## config.mk

```make
export PLATFORM = sky130hd
export DESIGN_NAME = display_scanner_flat
export DESIGN_NICKNAME = d
export VERILOG_FILES = /design/src/rtl/display_scanner_if.sv /design/src/rtl/display_scanner.sv /design/src/flat_wrapper.sv
export SDC_FILE = /design/constraint.sdc
export NUM_CORES = 1
export LEC_CHECK = 0
export CAP_MARGIN = 10
export CORE_ASPECT_RATIO = 0.5
export CORE_UTILIZATION = 46
export CTS_CLUSTER_DIAMETER = 80
export DETAILED_ROUTE_END_ITERATION = 10
export DONT_BUFFER_PORTS = 1
export SYNTH_ARGS = -nofsm -noshare
export SYNTH_HDL_FRONTEND = slang
export SYNTH_SLANG_ARGS = --single-unit
export TNS_END_PERCENT = 50
```

## constraint.sdc

```tcl
create_clock -name clk -period 2.05 [get_ports clk]
set_clock_uncertainty 0.15 [all_clocks]
set_input_delay 0.41 -clock clk [delete_from_list [all_inputs] [get_ports clk]]
set_output_delay 0.41 -clock clk [all_outputs]
set_load 0.05 [all_outputs]
```

## src/rtl/display_scanner_if.sv

```systemverilog
// Scanner bus: memory read port, bank swap handshake and HUB75 panel pins.
// The scanner is the master; memory, writer and panel together are the slave.
interface display_scanner_if #(
    parameter int segments = 1,
    parameter int rows     = 8,
    parameter int columns  = 32,
    parameter int width    = 24
);
    logic                        swap_req;
    logic                        swap_ack;
    logic                        flip;
    logic [$clog2(rows)-1:0]     rrow;
    logic [$clog2(columns)-1:0]  rcol;
    logic [width*segments-1:0]   rdata;
    logic                        panel_clk;
    logic                        panel_lat;
    logic                        panel_oe;
    logic [$clog2(rows)-1:0]     panel_addr;
    logic [3*segments-1:0]       panel_rgb;

    modport master (
        input  swap_req, rdata,
        output swap_ack, flip, rrow, rcol,
        output panel_clk, panel_lat, panel_oe, panel_addr, panel_rgb
    );

    modport slave (
        output swap_req, rdata,
        input  swap_ack, flip, rrow, rcol,
        input  panel_clk, panel_lat, panel_oe, panel_addr, panel_rgb
    );
endinterface

```

## src/rtl/display_scanner.sv

```systemverilog
// Scans the displayed bank row by row and bit-plane by bit-plane onto a HUB75
// panel with binary-coded modulation, and flips banks at frame boundaries.
module display_scanner #(
    parameter int segments  = 1,
    parameter int rows      = 8,
    parameter int columns   = 32,
    parameter int width     = 24,
    parameter int base_time = 4
) (
    input  logic              clk,
    input  logic              rst,
    display_scanner_if.master bus
);
    localparam int depth   = width / 3;
    localparam int row_w   = $clog2(rows);
    localparam int col_w   = $clog2(columns);
    localparam int slot_w  = $clog2(columns + 1);
    localparam int plane_w = (depth > 1) ? $clog2(depth) : 1;
    localparam int time_w  = $clog2((base_time << (depth - 1)) + 1);

    localparam logic [slot_w-1:0]  last_slot  = slot_w'(columns);
    localparam logic [slot_w-1:0]  last_read  = slot_w'(columns - 1);
    localparam logic [row_w-1:0]   last_row   = row_w'(rows - 1);
    localparam logic [plane_w-1:0] last_plane = plane_w'(depth - 1);

    typedef enum logic [1:0] {SHIFT, LATCH, DISPLAY, FRAME} state_t;

    state_t                state_reg;
    logic [row_w-1:0]      row_reg;
    logic [plane_w-1:0]    plane_reg;
    logic [slot_w-1:0]     slot_reg;
    logic                  phase_reg;
    logic [time_w-1:0]     timer_reg;
    logic                  pending_reg;

    logic                  flip_reg;
    logic                  swap_ack_reg;
    logic [row_w-1:0]      rrow_reg;
    logic [col_w-1:0]      rcol_reg;
    logic                  panel_clk_reg;
    logic                  panel_lat_reg;
    logic                  panel_oe_reg;
    logic [row_w-1:0]      panel_addr_reg;
    logic [3*segments-1:0] panel_rgb_reg;

    logic [3*segments-1:0] lane_bits;
    logic [time_w-1:0]     plane_time;

    assign plane_time = time_w'(base_time) << plane_reg;

    // Current plane's bit of R, G and B for every lane of the read word.
    genvar gi;
    generate
        for (gi = 0; gi < segments; gi++) begin : g_lane
            logic [depth-1:0] red;
            logic [depth-1:0] green;
            logic [depth-1:0] blue;
            assign red   = bus.rdata[width*gi + 2*depth +: depth];
            assign green = bus.rdata[width*gi + depth +: depth];
            assign blue  = bus.rdata[width*gi +: depth];
            assign lane_bits[3*gi +: 3] = {red[plane_reg], green[plane_reg], blue[plane_reg]};
        end
    endgenerate

    always_ff @(posedge clk) begin
        if (rst) begin
            state_reg      <= SHIFT;
            row_reg        <= '0;
            plane_reg      <= '0;
            slot_reg       <= '0;
            phase_reg      <= 1'b0;
            timer_reg      <= '0;
            pending_reg    <= 1'b0;
            flip_reg       <= 1'b0;
            swap_ack_reg   <= 1'b0;
            rrow_reg       <= '0;
            rcol_reg       <= '0;
            panel_clk_reg  <= 1'b0;
            panel_lat_reg  <= 1'b0;
            panel_oe_reg   <= 1'b1;
            panel_addr_reg <= '0;
            panel_rgb_reg  <= '0;
        end else begin
            swap_ack_reg <= 1'b0;
            if (bus.swap_req && !swap_ack_reg) begin
                pending_reg <= 1'b1;
            end
            case (state_reg)
                SHIFT: begin
                    if (!phase_reg) begin
                        phase_reg     <= 1'b1;
                        panel_clk_reg <= (slot_reg != '0);
                    end else begin
                        phase_reg     <= 1'b0;
                        panel_clk_reg <= 1'b0;
                        if (slot_reg == last_slot) begin
                            state_reg      <= LATCH;
                            slot_reg       <= '0;
                            panel_lat_reg  <= 1'b1;
                            panel_addr_reg <= row_reg;
                        end else begin
                            // Read data for this slot arrived during phase 1.
                            panel_rgb_reg <= lane_bits;
                            slot_reg      <= slot_reg + 1'b1;
                            if (slot_reg < last_read) begin
                                rcol_reg <= rcol_reg + 1'b1;
                            end
                        end
                    end
                end
                LATCH: begin
                    state_reg     <= DISPLAY;
                    panel_lat_reg <= 1'b0;
                    panel_oe_reg  <= 1'b0;
                    timer_reg     <= plane_time - 1'b1;
                end
                DISPLAY: begin
                    if (timer_reg != '0) begin
                        timer_reg <= timer_reg - 1'b1;
                    end else begin
                        panel_oe_reg <= 1'b1;
                        rcol_reg     <= '0;
                        if (plane_reg != last_plane) begin
                            plane_reg <= plane_reg + 1'b1;
                            state_reg <= SHIFT;
                        end else if (row_reg != last_row) begin
                            plane_reg <= '0;
                            row_reg   <= row_reg + 1'b1;
                            rrow_reg  <= row_reg + 1'b1;
                            state_reg <= SHIFT;
                        end else begin
                            state_reg <= FRAME;
                            // A request arriving in this very cycle still makes this frame.
                            if (pending_reg || bus.swap_req) begin
                                flip_reg     <= ~flip_reg;
                                swap_ack_reg <= 1'b1;
                                pending_reg  <= 1'b0;
                            end
                        end
                    end
                end
                FRAME: begin
                    state_reg <= SHIFT;
                    row_reg   <= '0;
                    plane_reg <= '0;
                    rrow_reg  <= '0;
                    rcol_reg  <= '0;
                end
                default: state_reg <= SHIFT;
            endcase
        end
    end

    assign bus.flip       = flip_reg;
    assign bus.swap_ack   = swap_ack_reg;
    assign bus.rrow       = rrow_reg;
    assign bus.rcol       = rcol_reg;
    assign bus.panel_clk  = panel_clk_reg;
    assign bus.panel_lat  = panel_lat_reg;
    assign bus.panel_oe   = panel_oe_reg;
    assign bus.panel_addr = panel_addr_reg;
    assign bus.panel_rgb  = panel_rgb_reg;
endmodule

```

## src/flat_wrapper.sv

```systemverilog
// flat-port wrapper written by rule: the top's interface ports become plain ports
module display_scanner_flat 
#(
    parameter int segments  = 1,
    parameter int rows      = 8,
    parameter int columns   = 32,
    parameter int width     = 24,
    parameter int base_time = 4
)
  (clk, rst, bus_swap_req, bus_rdata, bus_swap_ack, bus_flip, bus_rrow, bus_rcol, bus_panel_clk, bus_panel_lat, bus_panel_oe, bus_panel_addr, bus_panel_rgb);
  display_scanner_if #(.segments(segments), .rows(rows), .columns(columns), .width(width)) bus_i ();
  input  logic clk;
  input  logic rst;
  input wire logic [$bits(bus_i.swap_req)-1:0] bus_swap_req;
  input wire logic [$bits(bus_i.rdata)-1:0] bus_rdata;
  output wire logic [$bits(bus_i.swap_ack)-1:0] bus_swap_ack;
  output wire logic [$bits(bus_i.flip)-1:0] bus_flip;
  output wire logic [$bits(bus_i.rrow)-1:0] bus_rrow;
  output wire logic [$bits(bus_i.rcol)-1:0] bus_rcol;
  output wire logic [$bits(bus_i.panel_clk)-1:0] bus_panel_clk;
  output wire logic [$bits(bus_i.panel_lat)-1:0] bus_panel_lat;
  output wire logic [$bits(bus_i.panel_oe)-1:0] bus_panel_oe;
  output wire logic [$bits(bus_i.panel_addr)-1:0] bus_panel_addr;
  output wire logic [$bits(bus_i.panel_rgb)-1:0] bus_panel_rgb;
  assign bus_i.swap_req = bus_swap_req;
  assign bus_i.rdata = bus_rdata;
  assign bus_swap_ack = bus_i.swap_ack;
  assign bus_flip = bus_i.flip;
  assign bus_rrow = bus_i.rrow;
  assign bus_rcol = bus_i.rcol;
  assign bus_panel_clk = bus_i.panel_clk;
  assign bus_panel_lat = bus_i.panel_lat;
  assign bus_panel_oe = bus_i.panel_oe;
  assign bus_panel_addr = bus_i.panel_addr;
  assign bus_panel_rgb = bus_i.panel_rgb;
  display_scanner #(.segments(segments), .rows(rows), .columns(columns), .width(width), .base_time(base_time)) u_core (.clk(clk), .rst(rst), .bus(bus_i));
endmodule
```

=== After elaboration in Yosys (flattened, before gate mapping) ===
Index checks and enable logic that the tools add are counted.

* Mux-type cells: 42
* Bitwise gates (word level): 6
* Magnitude comparators: 2
* Add/subtract/negate cells: 6
* Reductions and logical operators: 22
* Equal/unequal tests: 15
* Shifts and indexed selects: 1

{| class="wikitable"
|+ Operators by type and width
! kind !! number
|-
| $mux 5 || 4
|-
| $pmux 10 s2 || 1
|-
| $sub 10x1->10 const B || 2
|-
| $mux 3 || 6
|-
| $mux 1 || 15
|-
| $pmux 5 s3 || 1
|-
| $reduce_and 3->1 || 5
|-
| $pmux 3 s2 || 2
|-
| $mux 10 || 1
|-
| $mux 2 || 5
|-
| $ne 2x1->1 const B || 5
|-
| $reduce_and 5->1 || 2
|-
| $reduce_bool 10->1 || 1
|-
| $shl 3x3->10 const A || 1
|-
| $bmux 1 s3 || 3
|-
| $pmux 2 s4 || 1
|-
| $add 3x1->3 const B || 2
|-
| $add 6x1->6 const B || 1
|-
| $eq 6x6->1 const B || 1
|-
| $lt 6x5->1 const B || 1
|-
| $mux 6 || 1
|-
| $ne 2x2->1 const B || 3
|-
| $ne 3x3->1 const B || 2
|-
| $not 1->1 || 6
|-
| 16 further kinds || 22
|}

* Output and inout port bits: 19
* Word-level logic and storage cells: 109
* Flip-flop bits (word level): 42
* Input bits: 27

=== Longest topological paths before layout ===
Gate-level depths: netlist of the first run.

* Depth in word-level cells: 8
* Mapped depth: 9
* Mapped depth without buffers: 8

=== Least setup slack after synthesis of the first run ===
No wires, ideal clock.

* Path type: register -> register
* From: register u_core.plane_reg[1]
* To: register u_core.timer_reg[9]
* Period minus slack after synthesis: 2.195 ns
* Library setup time: 0.062 ns
* Data required time: 1.838 ns
* Buffers on the path: 1
* Setup slack: -0.145 ns
* Cell stages (with the launch flop): 9
* Arrival: 1.983 ns
* Cells stage by stage: dfxtp_1 clkbuf_1 inv_1 ha_1 nor2b_1 a21oi_4 nand4b_2 or4_1 nand3_1

* Cells in the longest elaborated chain, start to end: 3

{| class="wikitable"
|+ RTL lines
! what !! RTL line !! RTL
|-
| start: declaration || display_scanner.sv:30 || <nowiki>logic [plane_w-1:0] plane_reg;</nowiki>
|-
| start signal: assignment || display_scanner.sv:124 || <nowiki>plane_reg <= plane_reg + 1'b1;</nowiki>
|-
| $shl 3x3->10 || display_scanner.sv:49 || <nowiki>assign plane_time = time_w'(base_time) << plane_reg;</nowiki>
|-
| $sub 10x1->10 || display_scanner.sv:115 || <nowiki>timer_reg <= plane_time - 1'b1;</nowiki>
|-
| $pmux 10 s2 || display_scanner.sv:88 || <nowiki>case (state_reg)</nowiki>
|-
| end signal: assignment || display_scanner.sv:115 ||
|-
| end signal: assignment || display_scanner.sv:119 || <nowiki>timer_reg <= timer_reg - 1'b1;</nowiki>
|-
| end: declaration || display_scanner.sv:33 || <nowiki>logic [time_w-1:0] timer_reg;</nowiki>
|}

No other way between the ends.
A chain may end at the register's enable or synchronous reset.

=== Worst setup path after layout of the first run ===
* From: register u_core.state_reg[1]
* To: register u_core.timer_reg[8]

* Cells in the longest elaborated chain, start to end: 3
* Elaborated cells between the ends (all ways): 6
* Those cells by class: eq/ne (3); mux (1); reduce/logical (2)

{| class="wikitable"
|+ RTL lines
! what !! RTL line !! RTL
|-
| start: declaration || display_scanner.sv:28 || <nowiki>state_t state_reg;</nowiki>
|-
| start signal: assignment || display_scanner.sv:67 || <nowiki>state_reg <= SHIFT;</nowiki>
|-
| start signal: assignment || display_scanner.sv:97 || <nowiki>state_reg <= LATCH;</nowiki>
|-
| start signal: assignment || display_scanner.sv:112 || <nowiki>state_reg <= DISPLAY;</nowiki>
|-
| $eq 2x2->1 / $eq 2x1->1 (equally long branches) || display_scanner.sv:88 ||
|-
| $ne 2x1->1 (no line) / $reduce_bool 2->1 (equally long branches) || -- ||
|-
| $reduce_and 2->1 (no line) || -- ||
|}

Parallel ways exist; a longest one is shown, timed or not.

==> flow_metrics.env, run 1 <==
export IMPL_finalMaxSlewViolations=0
export IMPL_grt_ovfl_total=0
export IMPL_n_antenna_cell=0
export IMPL_required_ns=2.15
export IMPL_yosys_register_bits=42
export IMPL_wl_met3_um=438
export IMPL_postRouteAntennaNets=0
export IMPL_power_frac_comb=0.071
export IMPL_final_hold_violation_count=0
export IMPL_status="complete, no violations"
export IMPL_cts_num_sinks=42
export IMPL_m1WireLength_um=3019
export IMPL_synth_nets=320
export IMPL_p_leak_nw=1.193
export IMPL_synth_area_leaders="dfxtp_1, ha_1, nor2_1, mux4_2, a21oi_1"
export IMPL_relSlewSlack=0.5970
export IMPL_cpMostUsedCell="nand3_1"
export IMPL_core_area_um2=5135
export IMPL_finalCriticalPeriod_ns=2.014
export IMPL_dr_pass1_iters=5
export IMPL_grt_first_pass_wirelength_um=9742
export IMPL_place_hpwl_um=4544
export IMPL_worst_slack_ns=0.03552
export IMPL_start_util=0.4993
export IMPL_critPathBufInv=1
export IMPL_rows=18
export IMPL_drt_initial_drc_count=104
export IMPL_portBuffers=0
export IMPL_startpoint_type="flop"
export IMPL_grt_pass1_vias=1987
export IMPL_grtUsageTotal=0.2259
export IMPL_die_h_um=54.79
export IMPL_cts_tree="built"
export IMPL_switching_power_mw=0.3968
export IMPL_setup_viol=0
export IMPL_fmax_ghz=0.4964
export IMPL_post_drt_wl_per_cell_um=16.32
export IMPL_top_level_ports=46
export IMPL_worst_pin_slew_ns=0.6037
export IMPL_via_per_inst=5.708
export IMPL_pwr_share_clk=0.360
export IMPL_drive_gt1_frac=0.2997
export IMPL_antenna_found_initial=0
export IMPL_num_vias=2209
export IMPL_syn_to_final_growth_pct=20.50
export IMPL_p_int_mw=1.120
export IMPL_synth_area_per_cell_um2=9.124
export IMPL_root_buffer="clkbuf_8"
export IMPL_synth_cells=281
export IMPL_die_width_um=107.6
export IMPL_routed_wl_um=6315
export IMPL_p_per_area_nw_per_um2=490.9
export IMPL_syn_area_um2=2564
export IMPL_synth_cell_types=59
export IMPL_drcViolationCount=0
export IMPL_max_cap_viol_count=0
export IMPL_swShare=0.2616
export IMPL_rsz0062_at_grt="yes"
export IMPL_largest_reg_flops=10
export IMPL_ir_drop_v=0.0002829
export IMPL_layout_cells_non_filler=387
export IMPL_htree_levels=2
export IMPL_ys_seq_area_frac=0.3280
export IMPL_placed_area_um2=2825
export IMPL_die_area_um2=5894
export IMPL_pre_cts_slack_ns=-0.02510
export IMPL_maxUsedRoutingLayer="met4"
export IMPL_clock_latency_ns=0.31
export IMPL_yosys_area_top_type="dfxtp_1"
export IMPL_critPathMaxFanout=5
export IMPL_hp_class="in -> reg"
export IMPL_cp_slowest_cell="or4b_1"
export IMPL_gp_congestion=0.8518
export IMPL_critPathArrivalTime_ns=2.12
export IMPL_slowest_delay_ns=0.48
export IMPL_clkSlewWorstSetupHoldPaths_ns=0.09
export IMPL_numCtsBuffers=5
export IMPL_seqPwrFrac=0.569
export IMPL_path_cells="nor2b_4 > nand2_1 > ha_2 > inv_1 > a211oi_2 > nand3_1 > or4b_1 > nand3_1"
export IMPL_synth_top_area_share=0.3280
export IMPL_grt_max_degree=36
export IMPL_cp_end_kind="flop"
export IMPL_met2_length_um=2770
export IMPL_cts_buffer_depth=2
export IMPL_dp_cells=370
export IMPL_path_class="reg -> reg"
export IMPL_yosys_warnings=0
export IMPL_finalPower_mw=1.516
export IMPL_cpLargestDelayFamily="simple AND/OR/NAND/NOR gates"
export IMPL_fin_area_um2=3089
export IMPL_period_share=0.9827
export IMPL_fin_nets=355
logic make-up (layout without fill, tap and decap cells):
family                   count (synthesis)  in the layout  share of synthesized area
AO/OA/AOI/OAI                           54             54                     0.1576
XOR/XNOR                                 8              8                    0.02733
adder cells (fa/ha/maj)                 12             12                    0.05856
buffers and inverters                   26             61                    0.05320
flip-flops                              42             42                     0.3280
multiplexers                            14             14                    0.09517
AND/OR/NAND/NOR                        125            126                     0.2801
power by group through the flow:
stage	clock network, mW	logic [mW]	registers, mW
2_1_floorplan	0	0.0661	0.893
3_3_place_gp	0	0.0922	0.883
3_5_place_dp	0	0.0950	0.884
4_1_cts	0.554	0.101	0.864
5_1_grt	0.584	0.119	0.866
6_report	0.546	0.108	0.863
final timing paths:
path	start	to	slack, ns	cells past startpoint
worst min-delay path	rst	u_core.state_reg[0]	0.02	1
worst max register to register	u_core.state_reg[1]	u_core.timer_reg[8]	0.04	8
worst max-delay path	u_core.state_reg[1]	u_core.timer_reg[8]	0.04	8
worst min register to register	u_core.bus.rcol[1]	u_core.bus.rcol[1]	0.36	2
area by class of cell:
| type | count | area, um^2 |
|---|---|---|
| tap | 70 | 87.58 |
| timing repair buffer | 45 | 347.8 |
| sequential | 42 | 852.1 |
| multi-input combinational | 214 | 1685 |
| inverter | 8 | 30.03 |
| clock buffer | 6 | 72.57 |
| fill | 461 | 2046 |
| clock inverter | 2 | 13.76 |
metrics by stage:
step	hold slack, ns	utilization	TNS, ns
floorplan	0.3336	-	-0.04741
global placement	0.3280	0.5502	0
detailed placement	0.3344	0.5502	-0.05836
CTS	0.0008196	0.5785	0
global route	0.0007515	0.6016	-0.08050
finish	0.01649	0.6016	0
cells in the mapped netlist (all sizes together):
master and instances:
nor2b 5, nor3b 3, nand2b 2, nand3b 2, a311oi 3, dfxtp 42, o2111ai 2, nor2 39
o21ai 12, ha 12, xnor2 6, a211oi 4, nor4 4, or2 2, a2111oi 1, nor4b 1
and2b 1, a21oi 17, and3b 3, a31oi 5, o31ai 1, xor2 2, nand2 21, and2 4
o311ai 2, inv 8, or3 2, a211o 1, or4b 2, nor3 6, o211ai 2, a22oi 2
nand4b 1, mux2i 8, mux4 6, nand4 4, or4 5, buf 7, o311a 1, nand3 15
a31o 1, clkbuf 11, and3 3
metal layers:
layer | global-route usage | vias up
met5 | 0 | -
met4 | 0.08447 | 0
met3 | 0.06190 | 10
met2 | 0.3568 | 71
met1 | 0.2992 | 1038
li1 | - | 1090
cell usage in the layout (no fill, tap or decap), drive strengths merged, types with 2 or more instances in the layout:
cell type	instances
and3	3
dlygate4sd3	4
nor4	4
mux2i	8
nand2	21
mux4	6
a31oi	5
nor2	39
clkbuf	6
nor3b	3
xnor2	6
a21oi	17
xor2	2
and3b	3
nor3	6
nand2b	3
nand3	15
or3	2
buf	41
nand3b	2
or4b	2
or4	5
or2	2
o21ai	12
a22oi	2
nor2b	5
nand4	4
inv	8
a311oi	3
dfxtp	42
clkinv	2
and2	4
a211oi	4
o211ai	2
o2111ai	2
o311ai	2
ha	12
repair_timing:
action / CTS / global route
hold endpoints to repair: 3 / 4
setup endpoints to repair: 5 / 21
setup buffers: 2 / 2
pin swaps: 0 / 5
resized for setup: 7 / 22
hold buffers: 2 / 2
cloned: 0 / 1
(Power assumes the default switching activity.)
==> run 2: changes to the inputs <==
--- a/config.mk
+++ b/config.mk
@@ -10,8 +10,7 @@
 export CORE_UTILIZATION = 46
 export CTS_CLUSTER_DIAMETER = 80
 export DETAILED_ROUTE_END_ITERATION = 10
-export DONT_BUFFER_PORTS = 1
+export PLACE_DENSITY = 0.74
 export SYNTH_ARGS = -nofsm -noshare
 export SYNTH_HDL_FRONTEND = slang
 export SYNTH_SLANG_ARGS = --single-unit
-export TNS_END_PERCENT = 50
==> flow_metrics.env, run 2 (synthesis gave the netlist of run 1 again) <==
export IMPL_worst_slack_ns=0.04527
export IMPL_worst_pin_slew_ns=0.5081
export IMPL_path_cells="clkdlybuf4s50_1"
export IMPL_top_level_ports=46
export IMPL_die_width_um=107.6
export IMPL_startpoint_type="flop"
export IMPL_cts_buffer_depth=2
export IMPL_grt_ovfl_total=0
export IMPL_portBuffers=45
export IMPL_grt_pass1_vias=2250
export IMPL_cp_depth=1
export IMPL_required_ns=1.49
export IMPL_postRouteAntennaNets=0
export IMPL_num_vias=2377
export IMPL_start_util=0.4993
export IMPL_setup_tns_final_ns=0
export IMPL_ff2ff_setup_slack_ns=0.05
export IMPL_root_buffer="clkbuf_8"
export IMPL_cp_endpoint="bus_panel_addr[1]"
export IMPL_cts_tree="built"
export IMPL_path_class="reg -> out"
export IMPL_r2r_start="u_core.timer_reg[4]"
export IMPL_syn_to_final_growth_pct=33.63
export IMPL_core_area_um2=5135
export IMPL_htree_levels=2
export IMPL_finalCriticalPeriod_ns=2.005
export IMPL_routed_wl_um=6416
export IMPL_worst_hold_slack_ns=0.3200
export IMPL_grt_max_degree=17
export IMPL_slowest_delay_ns=0.80
export IMPL_max_cap_viol_count=0
export IMPL_die_h_um=54.79
export IMPL_drcViolationCount=0
export IMPL_finalPower_mw=1.611
export IMPL_drive_gt1_frac=0.2699
export IMPL_p_leak_nw=1.423
export IMPL_reg2reg_depth=5
export IMPL_numCtsBuffers=5
export IMPL_n_antenna_cell=0
export IMPL_final_cell_mix="buf_4, nor2_1, dfxtp_1, clkdlybuf4s50_1, nand2_1"
export IMPL_relSlewSlack=0.6607
export IMPL_critPathArrivalTime_ns=1.44
export IMPL_period_share=0.9779
export IMPL_setup_viol=0
export IMPL_ir_drop_v=0.0003278
export IMPL_cp_slowest_cell="clkdlybuf4s50_1"
export IMPL_gp_congestion=0.9050
export IMPL_grt_first_pass_wirelength_um=10340
export IMPL_startpoint="u_core.bus.panel_addr[1]"
export IMPL_post_drt_wl_per_cell_um=15.20
export IMPL_clock_latency_ns=0.31
export IMPL_rsz0062_at_grt="yes"
export IMPL_holdPathStages=1
export IMPL_drt_initial_drc_count=147
export IMPL_hp_class="reg -> reg"
export IMPL_cp_end_kind="output port"
export IMPL_grtUsageTotal=0.2328
export IMPL_critPathMaxFanout=2
export IMPL_largest_reg_flops=10
export IMPL_critPathBufInv=1
export IMPL_finalMaxSlewViolations=0
export IMPL_final_common_cell="buf_4"
export IMPL_die_area_um2=5894
export IMPL_rows=18
export IMPL_regToRegEndpoint="u_core.plane_reg[0]"
export IMPL_antenna_found_initial=0
export IMPL_fmax_ghz=0.4988
export IMPL_fin_nets=390
export IMPL_status="complete, no violations"
export IMPL_final_hold_violation_count=0
export IMPL_dr_pass1_iters=4
export IMPL_via_per_inst=5.633
export IMPL_pre_cts_slack_ns=-0.02421
export IMPL_cts_num_sinks=42
export IMPL_place_hpwl_um=4968
export IMPL_clkSlewWorstSetupHoldPaths_ns=0.09
export IMPL_cpLargestDelayFamily="buffers and inverters"
export IMPL_fin_util=0.6672
export IMPL_p_per_area_nw_per_um2=470.4
run 2: how the worst min path moves through the flow:
stage,from,endpoint,slack [ns]
after global placement,u_core.bus.panel_oe,u_core.bus.panel_oe,0.30
after global routing,u_core.bus.panel_oe,u_core.bus.panel_oe,0.34
after floorplan,u_core.timer_reg[3],u_core.timer_reg[3],0.33
after CTS,u_core.bus.panel_oe,u_core.bus.panel_oe,0.33
final,u_core.bus.panel_oe,u_core.bus.panel_oe,0.32
after detailed placement,u_core.bus.panel_oe,u_core.bus.panel_oe,0.30
run 2: layout make-up:
cell class | count | area (um^2)
Fill cell | 386 | 1709
Sequential cell | 42 | 853.3
Clock buffer | 5 | 68.82
Multi-Input combinational cell | 213 | 1649
Inverter | 8 | 30.03
Clock inverter | 3 | 23.77
Tap cell | 70 | 87.58
Timing Repair Buffer | 81 | 713.2
run 2: what timing repair did:
item,in CTS,in global routing
setup endpoints to repair,2,21
pin swaps,0,3
gates resized for setup,3,25
hold buffers,0,0
setup buffers,2,2
run 2: metrics by stage:
step           std cells  cell area, um^2
6_report             422             3426
5_1_grt              422             3426
4_1_cts              420             3341
3_5_place_dp         410             3222
3_3_place_gp         410             3222
2_1_floorplan        281             2582
run 2: where the power goes:
| part | switching, mW | leakage (nW) | internal [mW] | total [mW] |
|---|---|---|---|---|
| sequential | 0.0123 | 0.344 | 0.828 | 0.840 |
| combinational | 0.0921 | 1.04 | 0.100 | 0.192 |
| clock | 0.335 | 0.0408 | 0.244 | 0.579 |
run 2: layer usage:
layer | track usage | vias up | part of all wire
li1 | - | 1162 | -
met1 | 0.2954 | 1130 | 0.47
met2 | 0.4017 | 71 | 0.46
met3 | 0.04405 | 14 | 0.047
met4 | 0.09361 | 0 | 0.018
met5 | 0 | - | 0
